**config.mk**
```make
export PLATFORM = sky130hd
export DESIGN_NAME = arm_imm_encoder
export DESIGN_NICKNAME = d
export VERILOG_FILES = /design/src/rtl/arm_imm_encoder.sv
export SDC_FILE = /design/constraint.sdc
export NUM_CORES = 1
export LEC_CHECK = 0
export BUFFER_PORTS_ARGS = -buffer_cell sky130_fd_sc_hd__buf_2
export CORE_ASPECT_RATIO = 0.5
export CORE_MARGIN = 10
export CORE_UTILIZATION = 40
export DETAILED_ROUTE_END_ITERATION = 7
export PLACE_DENSITY = 0.63
export SKIP_LAST_GASP = 1
export SLEW_MARGIN = 15
export SYNTH_ARGS = -nofsm -noshare
export SYNTH_HDL_FRONTEND = slang
export SYNTH_SLANG_ARGS = --single-unit
```
**constraint.sdc**
```tcl
create_clock -name CLK -period 6 [get_ports CLK]
set_input_delay 1.2 -clock CLK [delete_from_list [all_inputs] [get_ports CLK]]
set_output_delay 1.2 -clock CLK [all_outputs]
set_load 0.01 [all_outputs]
```
**src/rtl/arm_imm_encoder.sv**
```systemverilog
// Iterative encoder for the ARM rotated-immediate operand: finds the lowest
// rotation giving {rot, imm8} with ROR(imm8, 2*rot) == VALUE (or ~VALUE).
module arm_imm_encoder (
   input  logic        CLK,
   input  logic        RST,
   input  logic        START,
   input  logic [31:0] VALUE,
   input  logic        TRY_INV,
   output logic        BUSY,
   output logic        DONE,
   output logic        FOUND,
   output logic        INVERTED,
   output logic [11:0] IMM12
);

   localparam int unsigned DATA_W = 32;
   localparam int unsigned ROT_W  = 4;

   typedef enum logic [1:0] {
      ST_IDLE   = 2'd0,
      ST_SEARCH = 2'd1,
      ST_DONE   = 2'd2
   } state_t;

   state_t              state, state_n;
   logic [ROT_W-1:0]    rot, rot_n;
   logic                inv, inv_n;
   logic                try_inv_q, try_inv_n;
   logic [DATA_W-1:0]   val_q, val_n;
   logic                busy_n, done_n, found_n, inverted_n;
   logic [11:0]         imm12_n;

   logic [DATA_W-1:0]   src;
   logic [2*DATA_W-1:0] dbl;
   logic [DATA_W-1:0]   cand;
   logic [4:0]          shamt;

   // Candidate = ROL(src, 2*rot); upper half of the doubled word shifted left.
   always_comb begin
      src   = inv ? ~val_q : val_q;
      shamt = {rot, 1'b0};
      dbl   = {src, src} << shamt;
      cand  = dbl[2*DATA_W-1:DATA_W];
   end

   // Next-state and registered-output computation.
   always_comb begin
      state_n    = state;
      rot_n      = rot;
      inv_n      = inv;
      try_inv_n  = try_inv_q;
      val_n      = val_q;
      done_n     = 1'b0;
      found_n    = FOUND;
      inverted_n = INVERTED;
      imm12_n    = IMM12;

      case (state)
         ST_IDLE, ST_DONE: begin
            if (START) begin
               state_n    = ST_SEARCH;
               val_n      = VALUE;
               try_inv_n  = TRY_INV;
               rot_n      = '0;
               inv_n      = 1'b0;
               found_n    = 1'b0;
               inverted_n = 1'b0;
               imm12_n    = '0;
            end else if (state == ST_DONE) begin
               state_n = ST_IDLE;
            end
         end
         ST_SEARCH: begin
            if (cand[DATA_W-1:8] == '0) begin
               state_n    = ST_DONE;
               done_n     = 1'b1;
               found_n    = 1'b1;
               inverted_n = inv;
               imm12_n    = {rot, cand[7:0]};
            end else if (rot != 4'd15) begin
               rot_n = rot + 4'd1;
            end else if (!inv && try_inv_q) begin
               inv_n = 1'b1;
               rot_n = '0;
            end else begin
               state_n    = ST_DONE;
               done_n     = 1'b1;
               found_n    = 1'b0;
               inverted_n = 1'b0;
               imm12_n    = '0;
            end
         end
         default: state_n = ST_IDLE;
      endcase

      busy_n = (state_n == ST_SEARCH);
   end

   always_ff @(posedge CLK or posedge RST) begin
      if (RST) begin
         state     <= ST_IDLE;
         rot       <= '0;
         inv       <= 1'b0;
         try_inv_q <= 1'b0;
         val_q     <= '0;
         BUSY      <= 1'b0;
         DONE      <= 1'b0;
         FOUND     <= 1'b0;
         INVERTED  <= 1'b0;
         IMM12     <= '0;
      end else begin
         state     <= state_n;
         rot       <= rot_n;
         inv       <= inv_n;
         try_inv_q <= try_inv_n;
         val_q     <= val_n;
         BUSY      <= busy_n;
         DONE      <= done_n;
         FOUND     <= found_n;
         INVERTED  <= inverted_n;
         IMM12     <= imm12_n;
      end
   end

endmodule

```
## Word level (Yosys, flattened, before mapping)

Index checks and enable logic that the tools add are counted.

| word-level totals | value |
|---|---|
| bits in registers | 56 |
| logic and storage cells | 66 |
| input bits | 36 |
| output and inout port bits | 16 |

| cells by class | value |
|---|---|
| shift operators | 1 |
| reductions and logical operators | 10 |
| mux-type cells | 32 |
| add/sub/neg operators | 1 |
| eq/ne operators | 11 |
| bitwise logic cells | 1 |

Operators by type and width:

| cell | number |
|---|---|
| $shl A64 B5 Y64 | 1 |
| $mux W12 | 4 |
| $mux W32 | 1 |
| $not A32 Y32 | 1 |
| $logic_not A24 Y1 | 1 |
| $pmux W12 S2 | 1 |
| $mux W4 | 4 |
| $mux W1 | 12 |
| $mux W2 | 5 |
| $ne A3 B3 Y1 const B | 3 |
| $ne A2 B2 Y1 const B | 4 |
| $pmux W4 S2 | 1 |
| $reduce_and A4 Y1 | 2 |
| $pmux W1 S2 | 3 |
| $reduce_and A5 Y1 | 1 |
| $add A4 B1 Y4 const B | 1 |
| $eq A2 B1 Y1 const B | 2 |
| $ne A4 B4 Y1 const B | 1 |
| $pmux W2 S2 | 1 |
| $eq A2 B2 Y1 const B | 1 |
| $logic_not A2 Y1 | 1 |
| $reduce_and A2 Y1 | 1 |
| $reduce_bool A2 Y1 | 1 |
| $reduce_or A2 Y1 | 1 |
| other kinds (2) | 2 |

## Longest topological paths before layout

Gate-level depths: netlist of run 1.

| logic depth | value |
|---|---|
| word-level depth | 7 |
| gate-level depth with buffers | 14 |

## Worst setup path after synthesis of run 1

OpenSTA, ideal clock, no wires.

| timing | value |
|---|---|
| path type | flip-flop to flip-flop |
| start | register rot[1] |
| end | register rot[2] |
| cell stages (with the launch flop) | 12 |
| arrival | 2.685 ns |
| setup time | 0.124 ns |
| path buffers | 2 |
| setup slack | 3.191 ns |
| data required time | 5.876 ns |
| period minus slack after synthesis | 2.809 ns |
| cells stage by stage | dfrtp_1 buf_2 buf_6 mux4_2 mux2i_1 nor2_1 and3_1 o2111ai_2 o41ai_2 and3_4 o31a_1 a211o_1 |

| between the ends | value |
|---|---|
| cells in the longest elaborated chain, start to end | 4 |
| elaborated cells on any way between the ends | 10 |
| classes of those cells | add/sub (1); eq/ne (3); shift (1); mux (3); reduce/logical (2) |

Ends and longest elaborated chain:

| item | RTL line | text |
|---|---|---|
| start, declared | 26 | `logic [ROT_W-1:0] rot, rot_n;` |
| start signal, assigned | 113 | `rot <= rot_n;` |
| $shl A64 B5 Y64 (tied with other cells) | 42 | `dbl = {src, src} << shamt;` |
| $logic_not A24 Y1 / $mux W4 (equally long branches) | 74, 80 |  |
| $ne A2 B2 Y1 (no line) / $mux W4 (equally long branches) | - |  |
| $reduce_and A4 Y1 (no line) / $pmux W4 S2 (equally long branches) | - |  |

Several ways; a longest one is shown, not always the timed one. The select of a mux whose other input is x is not followed.
A chain may end at the register's enable or synchronous reset.

## Worst setup path after layout of run 1

| timing | value |
|---|---|
| start | register rot[0] |
| end | register IMM12[3] |

| between the ends | value |
|---|---|
| cells in the longest elaborated chain, start to end | 4 |
| elaborated cells on any way between the ends | 8 |
| classes of those cells | eq/ne (3); shift (1); mux (2); reduce/logical (2) |

Ends and longest elaborated chain:

| item | RTL line | text |
|---|---|---|
| $shl A64 B5 Y64 | 42 |  |
| $logic_not A24 Y1 | 74 | `if (cand[DATA_W-1:8] == '0) begin` |
| $ne A3 B3 Y1 (no line) / $mux W12 (equally long branches) | - |  |
| $reduce_and A4 Y1 (no line) / $pmux W12 S2 (equally long branches) | - |  |
| end signal, assigned | 121 | `IMM12 <= imm12_n;` |
| end, declared | 13 | `output logic [11:0] IMM12` |

Several ways; a longest one is shown, not always the timed one.

==> results.tsv, run 1 <==
stage	metric	value	unit
grt	use_met3	0.0347	
job	max_cap_viol_count	0	
floorplan	die_width	167	um
pwr	peakVddDrop	0.186	mV
clocking	numCtsBuffers	5	
synthesis	synthArstFlopShare	1.00	
worst_setup_path	rr_startpoint	rot[0]	
routing	vias_per_cell	5.63	
grt	use_met1	0.217	
floorplan	rows	26	
grt	met2_usage	0.188	
worst_setup_path	r2r_slack	2.07	ns
sta	holdWs	0.496	ns
cells_and_area	n_antenna_cell	0	
floorplan	coreArea	10400	sq um
sta	fin_tns_setup	0	ns
sta	skew	0.00684	ns
placement	gp_congestion	0.854	
sta	final-setup-viol-count	0	
worst_setup_path	crit_chain	buf_4 -> mux2i_1 -> mux4_2 -> nor4_1 -> a2bb2oi_1 -> o41ai_2 -> and3_4 -> o22ai_4 -> a32o_1	
worst_setup_path	path_max_fanout	43	
routing	drtAntennaViolNets	0	
sta	finalHoldViolCount	0	
placement	io_buffers	51	
clocking	clk_latency	0.30	ns
worst_setup_path	criticalPathCategory	reg -> reg	
clocking	cts_resized	0	
cells_and_area	num-nets-final	538	
synthesis	yosysTopAreaCellShare	0.323	
worst_setup_path	cp.arrival	4.11	ns
clocking	h-tree-depth	2	
synthesis	synth.largest_area_cell	dfrtp_1	
cells_and_area	area_growth_syn_to_layout	8.34	%
sta	rsz0062_at_grt	no	
worst_hold_path	hold_start	IMM12[2]	
grt	antenna_found_initial	0	
worst_hold_path	worstHoldEndpoint	IMM12[2]	
worst_setup_path	critPathCaptureType	register	
grt	grt_busiest_layer	met1	
routing	vias	3614	
grt	grt_pass1_vias	3352	
sta	slew_headroom	0.319	
clocking	postCtsHoldBufs	0	
worst_setup_path	cp_slowest_stage_delay	0.97	ns
worst_hold_path	worstHoldPathCells	1	
synthesis	synth_cell_types	57	
synthesis	synth-warning-count	0	
synthesis	synthMostInstantiatedCell	nand2_1	
routing	routed_wl	11100	um
synthesis	synthCells	489	
sta	slew_viol_final	0	
pwr	powerDensity	600	nW/um^2
floorplan	start_util	0.418	
synthesis	synth.avg_cell_area	8.87	sq um
floorplan	die_height	93.6	um
clocking	clockBufferDepth	2	
worst_setup_path	r2r_cells	9	
cells_and_area	drive_gt1_frac	0.195	
routing	wire_per_inst	17.3	um
worst_setup_path	reg2reg_to	IMM12[3]	
worst_setup_path	cp-start-kind	register	
worst_setup_path	crit_slowest_cell	dfrtp_2	
clocking	post_cts_buffers	0	
worst_setup_path	critPathBufInv	1	
clocking	clock-sinks	56	
cells_and_area	finish.utilization	0.453	
clocking	clk_pin_slew	0.07	ns
routing	drtIter0Drc	324	
worst_hold_path	hold_path.class	reg -> reg	
routing	post-route-drc-count	0	
synthesis	synth_flop_cell	dfrtp_1	
run_status	status	finished, final reports clean	
sta	fin_crit_sh	0.655	
pwr	p_leak	2.19	nW
sta	fin_crit	3.93	ns
clocking	cts_root_buf	clkbuf_16	
synthesis	ys_ff_latch	56	
synthesis	synth.area.top_cells	dfrtp_1 32%, mux2i_1 9.9%, nand2_1 9.9%, mux4_2 8.3%, nor3_1 2.7%	
synthesis	synth_edf_count	0	
placement	place_hpwl	8030	um
grt	grt_overflow	0	
grt	grt_usage	0.140	
grt	grt_pass1_wl	18500	um
grt	grt_max_degree	57	
synthesis	synthesis.nets	526	
floorplan	dieArea	15700	sq um
synthesis	yosysSeqAreaShare	0.323	
sta	worstMarginPinSlew	1.02	ns
worst_setup_path	worstPathRequired	6.18	ns
floorplan	io_pins	52	
worst_setup_path	critical_path.top_delay_family	flip-flops	
clocking	cts_tree	done	
synthesis	yosys-top-cells-count	114 x nand2_1, 56 x dfrtp_1, 43 x mux2i_1, 29 x clkbuf_1, 26 x nor2_1	
synthesis	netlist_area	4340	sq um
routing	dr.pass1.iters	5	
sta	fmax	0.254	GHz
[state kept, by name (all words and copies together) (netlist names)]
signal     flops
val_q         32
IMM12         12
rot            4
state          2
BUSY           1
DONE           1
FOUND          1
INVERTED       1
inv            1
try_inv_q      1
[worst register-to-register path, stage by stage, from the launching register on]
cell       delay, ns
dfrtp_2         0.97
buf_4           0.52
mux2i_1         0.22
mux4_2          0.53
nor4_1          0.30
a2bb2oi_1       0.12
o41ai_2         0.37
and3_4          0.36
o22ai_4         0.17
a32o_1          0.26
[placed cells by master (no fill, tap or decap), types with 2 or more instances in the layout]
cell type   instances
dfrtp_1            54
mux4_2             16
nand2_1           114
nor2b_1             3
a22o_1              2
inv_1               4
a311oi_1            2
nand3_1            18
o21ai_0             5
dfrtp_2             2
clkinvlp_4          2
xnor2_1             8
o2bb2ai_1           7
clkbuf_16           5
a211o_1             2
xor2_1              7
nand4_1             2
and3b_1             2
nor4_1              6
mux2_2              4
buf_4               7
nor3_1             23
nor3b_1             3
and3_1             12
a32o_1              7
buf_2              51
mux2i_1            43
nor2_1             26
a21oi_1            14
mux4_1              4
or3_1               6
o31ai_1             5
o32ai_1             4
a31oi_1             6
nand2b_1            3
[worst max path at each step]
| stage | slack, ns | endpoint | cells past startpoint | from |
|---|---|---|---|---|
| floorplan | 3.19 | rot[2] | 11 | rot[1] |
| global placement | 2.18 | IMM12[10] | 9 | rot[0] |
| detailed placement | 2.13 | IMM12[10] | 9 | rot[0] |
| CTS | 2.11 | IMM12[10] | 9 | rot[0] |
| global route | 1.82 | IMM12[3] | 9 | rot[0] |
| finish | 2.07 | IMM12[3] | 9 | rot[0] |
[per-layer routing]
layer	up-vias	part of all wire
li1	1790	-
met1	1718	0.54
met2	104	0.39
met3	2	0.067
met4	0	0.0043
met5	-	0
[where the power goes]
part           internal [mW]  switching, mW
sequential             0.503          0.402
clock                  0.166          0.136
combinational          0.779          0.834
total                   1.45           1.37
[per-stage QoR]
step,area [sq um],total power [mW],cells,setup WS [ns]
after floorplan,4340,2.19,489,3.19
after global placement,4550,2.48,634,2.18
after detailed placement,4550,2.50,634,2.13
after CTS,4700,2.81,642,2.11
after global routing,4700,3.05,642,1.82
final,4700,2.82,642,2.07
[logic make-up after synthesis]
logic type,synth area share
simple gates,0.237
mux,0.217
flops,0.323
compound gates,0.120
fa+ha+maj,0.00288
xor+xnor,0.0303
buf+inv,0.0698
[area by class of cell]
class                           instances  area, sq um
Fill cell                            1046         5680
Multi-Input combinational cell        374         2640
Sequential cell                        56         1400
Timing Repair Buffer                   58          308
Tap cell                              140          175
Clock buffer                            6          139
Inverter                                6         22.5
Clock inverter                          2         15.0
(Power assumes the default switching activity.)
==> run 2, diff against run 1 <==
--- a/config.mk
+++ b/config.mk
@@ -10,7 +10,7 @@
 export CORE_MARGIN = 10
 export CORE_UTILIZATION = 40
 export DETAILED_ROUTE_END_ITERATION = 7
-export PLACE_DENSITY = 0.63
+export PLACE_DENSITY = 0.66
 export SKIP_LAST_GASP = 1
 export SLEW_MARGIN = 15
 export SYNTH_ARGS = -nofsm -noshare
==> constraint.sdc (replaced) <==
create_clock -name CLK -period 3.6 [get_ports CLK]
set_input_delay 0.72 -clock CLK [delete_from_list [all_inputs] [get_ports CLK]]
set_output_delay 0.72 -clock CLK [all_outputs]
set_load 0.01 [all_outputs]
==> results.tsv, run 2 (same netlist as run 1, synthesis figures left out) <==
stage	metric	value	unit	change
sta	slew_viol_final	0		unchanged
placement	gp_congestion	0.886		+3.7%
worst_setup_path	path_max_fanout	19		-56%
grt	grt_overflow	0		unchanged
sta	fin_crit_sh	0.907		+0.252
routing	wire_per_inst	17.4	um	+0.80%
pwr	pwr-share-clk	0.115		+0.008
cells_and_area	largest_reg_flops	32		unchanged
grt	grt_pass1_vias	3469		+3.5%
floorplan	rows	26		unchanged
floorplan	coreArea	10400	sq um	unchanged
cells_and_area	drive_gt1_frac	0.214		+0.0188
sta	fmax	0.306	GHz	+20%
clocking	h-tree-depth	2		unchanged
sta	skew	0.00824	ns	+0.00140 ns
cells_and_area	area_growth_syn_to_layout	11.2	%	
cells_and_area	final_common_cell	nand2_1		
pwr	p_leak	2.26	nW	+3.6%
worst_setup_path	critPathCaptureType	register		
worst_setup_path	cp-start-kind	register		
sta	worstMarginPinSlew	0.797	ns	-0.226 ns
clocking	postCtsHoldBufs	0		unchanged
placement	place_ws	0.378	ns	-1.75 ns
routing	vias_per_cell	5.62		-0.25%
sta	fin_tns_setup	0	ns	unchanged
floorplan	die_height	93.6	um	unchanged
clocking	post_cts_buffers	0		unchanged
floorplan	dieArea	15700	sq um	unchanged
worst_setup_path	worstPathRequired	3.79	ns	-2.39 ns
grt	grt_max_degree	39		-32%
pwr	powerDensity	1020	nW/um^2	+69%
pwr	p_comb_frac	0.595		+0.023
clocking	clk_latency	0.29	ns	about the same
floorplan	die_width	167	um	unchanged
cells_and_area	reg_top3	val_q (32), IMM12 (12), rot (4)		
routing	drtAntennaViolNets	0		unchanged
routing	dr.pass1.iters	5		unchanged
routing	routed_wl	11400	um	+2.8%
clocking	clock-sinks	56		unchanged
cells_and_area	final-instance-count-excl-fill	655		+2.0%
grt	grt_usage	0.144		+0.00325
sta	fin_crit	3.27	ns	-0.664 ns
routing	vias	3678		+1.8%
pwr	peakVddDrop	0.318	mV	+71%
routing	drtIter0Drc	315		-2.8%
cells_and_area	regMostFlops	val_q		
worst_setup_path	criticalPathCategory	reg -> reg		
placement	place_hpwl	8470	um	+5.5%
sta	finalHoldViolCount	0		unchanged
routing	post-route-drc-count	0		unchanged
pwr	p_seq_frac	0.290		-0.031
placement	post_dp_cell_area	4650	sq um	+2.3%
clocking	cts_root_buf	clkbuf_16		
clocking	numCtsBuffers	5		unchanged
floorplan	start_util	0.418		unchanged
clocking	cts_resized	0		unchanged
sta	rsz0062_at_grt	no		
worst_hold_path	hold_path.class	reg -> reg		
pwr	p_switching	2.33	mW	+70%
placement	io_buffers	51		unchanged
sta	final-setup-viol-count	0		unchanged
grt	grt_pass1_wl	18900	um	+2.2%
clocking	clockBufferDepth	2		unchanged
worst_setup_path	cp.arrival	3.45	ns	-0.66 ns
floorplan	io_pins	52		unchanged
sta	finalWorstSetupSlack	0.334	ns	-1.74 ns
sta	holdWs	0.494	ns	-0.00174 ns
cells_and_area	final_area	4820	sq um	+2.6%
cells_and_area	layout_common_cells	114 x nand2_1, 54 x dfrtp_1, 51 x buf_2		
placement	dp.cells	646		+1.9%
sta	slew_headroom	0.468		+0.150
job	max_cap_viol_count	0		unchanged
run_status	status	finished, final reports clean		
cells_and_area	num-nets-final	550		+2.2%
pwr	switching_share	0.477		-0.00971
grt	antenna_found_initial	1		+1
clocking	cts_tree	done		
pwr	p_int	2.56	mW	+77%
clocking	clk_pin_slew	0.08	ns	about the same
## run 2: worst paths after layout
kind	endpoint	cells after the start	from	slack [ns]
hold reg to reg	try_inv_q	2	try_inv_q	0.49
max in group asynchronous	IMM12[1]	3	RST	2.29
setup / recovery	rot[2]	9	rot[0]	0.33
min in group asynchronous	BUSY	2	RST	0.57
setup reg to reg	rot[2]	9	rot[0]	0.33
hold / removal	try_inv_q	2	try_inv_q	0.49
## run 2: layer usage
layer  vias to the layer above  GRT usage  part of all wire
li1                       1808          -                 -
met1                      1729      0.212              0.51
met2                       133      0.202              0.41
met3                         8     0.0430             0.078
met4                         0     0.0245            0.0072
met5                         -          0                 0
## run 2: final cells by class
class | count | area, sq um
diodes | 1 | 2.50
clock buffers | 5 | 125
clock inverters | 3 | 47.5
fillers | 986 | 5550
inverters | 6 | 22.5
multi-input cells | 374 | 2640
flip-flops and latches | 56 | 1400
well taps | 140 | 175
repair buffers | 70 | 410
## run 2: per-stage QoR
step / total power [mW] / util
final: 4.90 / 0.465
after global placement: 4.25 / 0.448
after detailed placement: 4.28 / 0.448
after global routing: 5.31 / 0.465
after CTS: 4.87 / 0.465
after floorplan: 3.65 / -
## run 2: power groups by stage
stage	registers [mW]	clock network (mW)	logic [mW]
2_1_floorplan	0.991	0	2.66
3_3_place_gp	1.41	0	2.84
3_5_place_dp	1.41	0	2.87
4_1_cts	1.40	0.572	2.90
5_1_grt	1.47	0.603	3.24
6_report	1.42	0.564	2.91
## run 2: critical path, stage by stage (launching register included)
cell       delay [ns]
dfrtp_2          0.71
buf_12           0.24
mux4_2           0.52
mux2_2           0.31
and3_1           0.18
o2111ai_2        0.20
o41ai_2          0.11
and3_4           0.25
o31a_1           0.34
a211o_1          0.30
==> run 3, diff against run 2 <==
--- a/config.mk
+++ b/config.mk
@@ -8,10 +8,9 @@
 export BUFFER_PORTS_ARGS = -buffer_cell sky130_fd_sc_hd__buf_2
 export CORE_ASPECT_RATIO = 0.5
 export CORE_MARGIN = 10
-export CORE_UTILIZATION = 40
+export CORE_UTILIZATION = 54
 export DETAILED_ROUTE_END_ITERATION = 7
-export PLACE_DENSITY = 0.66
-export SKIP_LAST_GASP = 1
+export PLACE_DENSITY = 0.83
 export SLEW_MARGIN = 15
 export SYNTH_ARGS = -nofsm -noshare
 export SYNTH_HDL_FRONTEND = slang
==> results.tsv, run 3 (same netlist as run 1, synthesis figures left out) <==
stage	metric	value	unit	change
run_status	status	finished, final reports clean		
clocking	h-tree-depth	2		unchanged
worst_setup_path	criticalPathCategory	reg -> reg		
clocking	clockBufferDepth	2		unchanged
worst_setup_path	r2r_cells	10		+1
routing	wire_per_inst	17.7	um	+1.2%
pwr	power	4.86	mW	-0.65%
grt	grt_pass1_vias	3577		+3.1%
sta	fin_tns_setup	0	ns	unchanged
cells_and_area	num-nets-final	551		+0.18%
cells_and_area	drive_gt1_frac	0.214		-0.000416
worst_setup_path	cp.arrival	3.52	ns	+0.07 ns
sta	worstMarginPinSlew	0.758	ns	-0.0388 ns
pwr	p_leak	2.26	nW	-0.31%
sta	fmax	0.300	GHz	-1.9%
routing	drtIter0Drc	378		+20%
floorplan	io_pins	52		unchanged
sta	finalHoldViolCount	0		unchanged
routing	dr.pass1.iters	5		unchanged
worst_hold_path	hold_path.class	reg -> reg		
sta	finalWorstSetupSlack	0.270	ns	-0.0643 ns
worst_setup_path	cp-start-kind	register		
placement	post_dp_cell_area	4600	sq um	-0.97%
pwr	peakVddDrop	0.395	mV	+24%
sta	skew	0.00588	ns	-0.00236 ns
cells_and_area	final_area	4760	sq um	-1.3%
floorplan	start_util	0.573		+0.155
cells_and_area	regMostFlops	val_q		
cells_and_area	n_antenna_cell	0		-1
cells_and_area	layout_common_cells	114 x nand2_1, 54 x dfrtp_1, 51 x buf_2		
routing	drtAntennaViolNets	0		unchanged
clocking	clk_latency	0.30	ns	about the same
worst_hold_path	worstHoldPathCells	1		-1
grt	grt_max_degree	38		-2.6%
floorplan	die_width	147	um	-12%
sta	final-setup-viol-count	0		unchanged
floorplan	coreArea	7570	sq um	-27%
job	max_cap_viol_count	0		unchanged
routing	top_layer	met4		
routing	wl_met3	991	um	+12%
worst_setup_path	path_max_fanout	15		-4
floorplan	die_height	83.4	um	-11%
clocking	clk_pin_slew	0.07	ns	about the same
sta	fin_crit_sh	0.925		+0.0178
sta	fin_crit	3.33	ns	+0.0643 ns
clocking	postCtsHoldBufs	0		unchanged
routing	vias_per_cell	6.07		+8.1%
grt	grt_pass1_wl	17800	um	-5.5%
cells_and_area	area_growth_syn_to_layout	9.72	%	
grt	antenna_found_initial	0		-1
floorplan	rows	22		-15%
placement	place_ws	0.336	ns	-0.0418 ns
sta	slew_viol_final	0		unchanged
placement	place_hpwl	7980	um	-5.7%
placement	gp_congestion	0.917		+3.6%
grt	grt_overflow	0		unchanged
clocking	cts_resized	0		unchanged
pwr	powerDensity	1020	nW/um^2	+0.68%
cells_and_area	final_common_cell	nand2_1		
floorplan	dieArea	12200	sq um	-22%
sta	rsz0062_at_grt	no		
routing	drt-met1-wl	5300	um	-8.7%
routing	met2_wirelength	4540	um	-2.3%
routing	post-route-drc-count	0		unchanged
routing	vias	3783		+2.9%
clocking	clock-sinks	56		unchanged
clocking	cts_root_buf	clkbuf_16		
clocking	post_cts_buffers	0		unchanged
clocking	cts_tree	done		
cells_and_area	reg_top3	val_q (32), IMM12 (12), rot (4)		
sta	slew_headroom	0.494		+0.0259
worst_setup_path	critPathCaptureType	register		
routing	routed_wl	11000	um	-3.7%
clocking	numCtsBuffers	5		unchanged
placement	io_buffers	51		unchanged
grt	grt_usage	0.172		+0.0287
worst_setup_path	worstPathRequired	3.79	ns	about the same
cells_and_area	largest_reg_flops	32		unchanged
cells_and_area	finish.utilization	0.629		+0.164
[run 3: metal layers]
layer / track usage / up-vias
met2: 0.244 / 161
met1: 0.246 / 1792
met4: 0.0529 / 0
li1: - / 1814
met5: 0 / -
met3: 0.0492 / 16
[run 3: worst max-delay path, stage by stage (launching register included)]
cell,delay (ns)
dfrtp_2,0.54
buf_4,0.26
mux2i_1,0.39
mux2i_1,0.17
mux2i_1,0.38
nand4_1,0.15
a2bb2oi_1,0.18
o41ai_2,0.37
and3_4,0.35
o22ai_4,0.16
a32o_1,0.26
[run 3: metrics by stage]
stage / cells / hold WS (ns)
after floorplan: 489 / 0.438
after global placement: 615 / 0.470
after detailed placement: 615 / 0.473
after CTS: 623 / 0.493
after global routing: 623 / 0.506
final: 623 / 0.490
[run 3: area by class of cell]
| cell class | instances | area, sq um |
|---|---|---|
| clock buffer | 8 | 156 |
| multi-input combinational | 374 | 2640 |
| inverter | 6 | 22.5 |
| timing repair buffer | 71 | 405 |
| tap | 108 | 135 |
| sequential | 56 | 1400 |
| fill | 652 | 2810 |
[run 3: worst paths after layout]
kind                            startpoint   endpoint  slack (ns)
worst min register to register   IMM12[10]  IMM12[10]        0.49
max in group asynchronous              RST   IMM12[0]        2.27
worst max-delay path                rot[0]   INVERTED        0.27
min in group asynchronous              RST   val_q[3]        0.55
worst max register to register      rot[0]   INVERTED        0.27
worst min-delay path             IMM12[10]  IMM12[10]        0.49
[run 3: where the power goes]
group / switching, mW / internal (mW) / leakage (nW) / total, mW
Clock: 0.219 / 0.297 / 0.0772 / 0.515
Sequential: 0.556 / 0.842 / 0.714 / 1.40
Combinational: 1.56 / 1.39 / 1.47 / 2.95
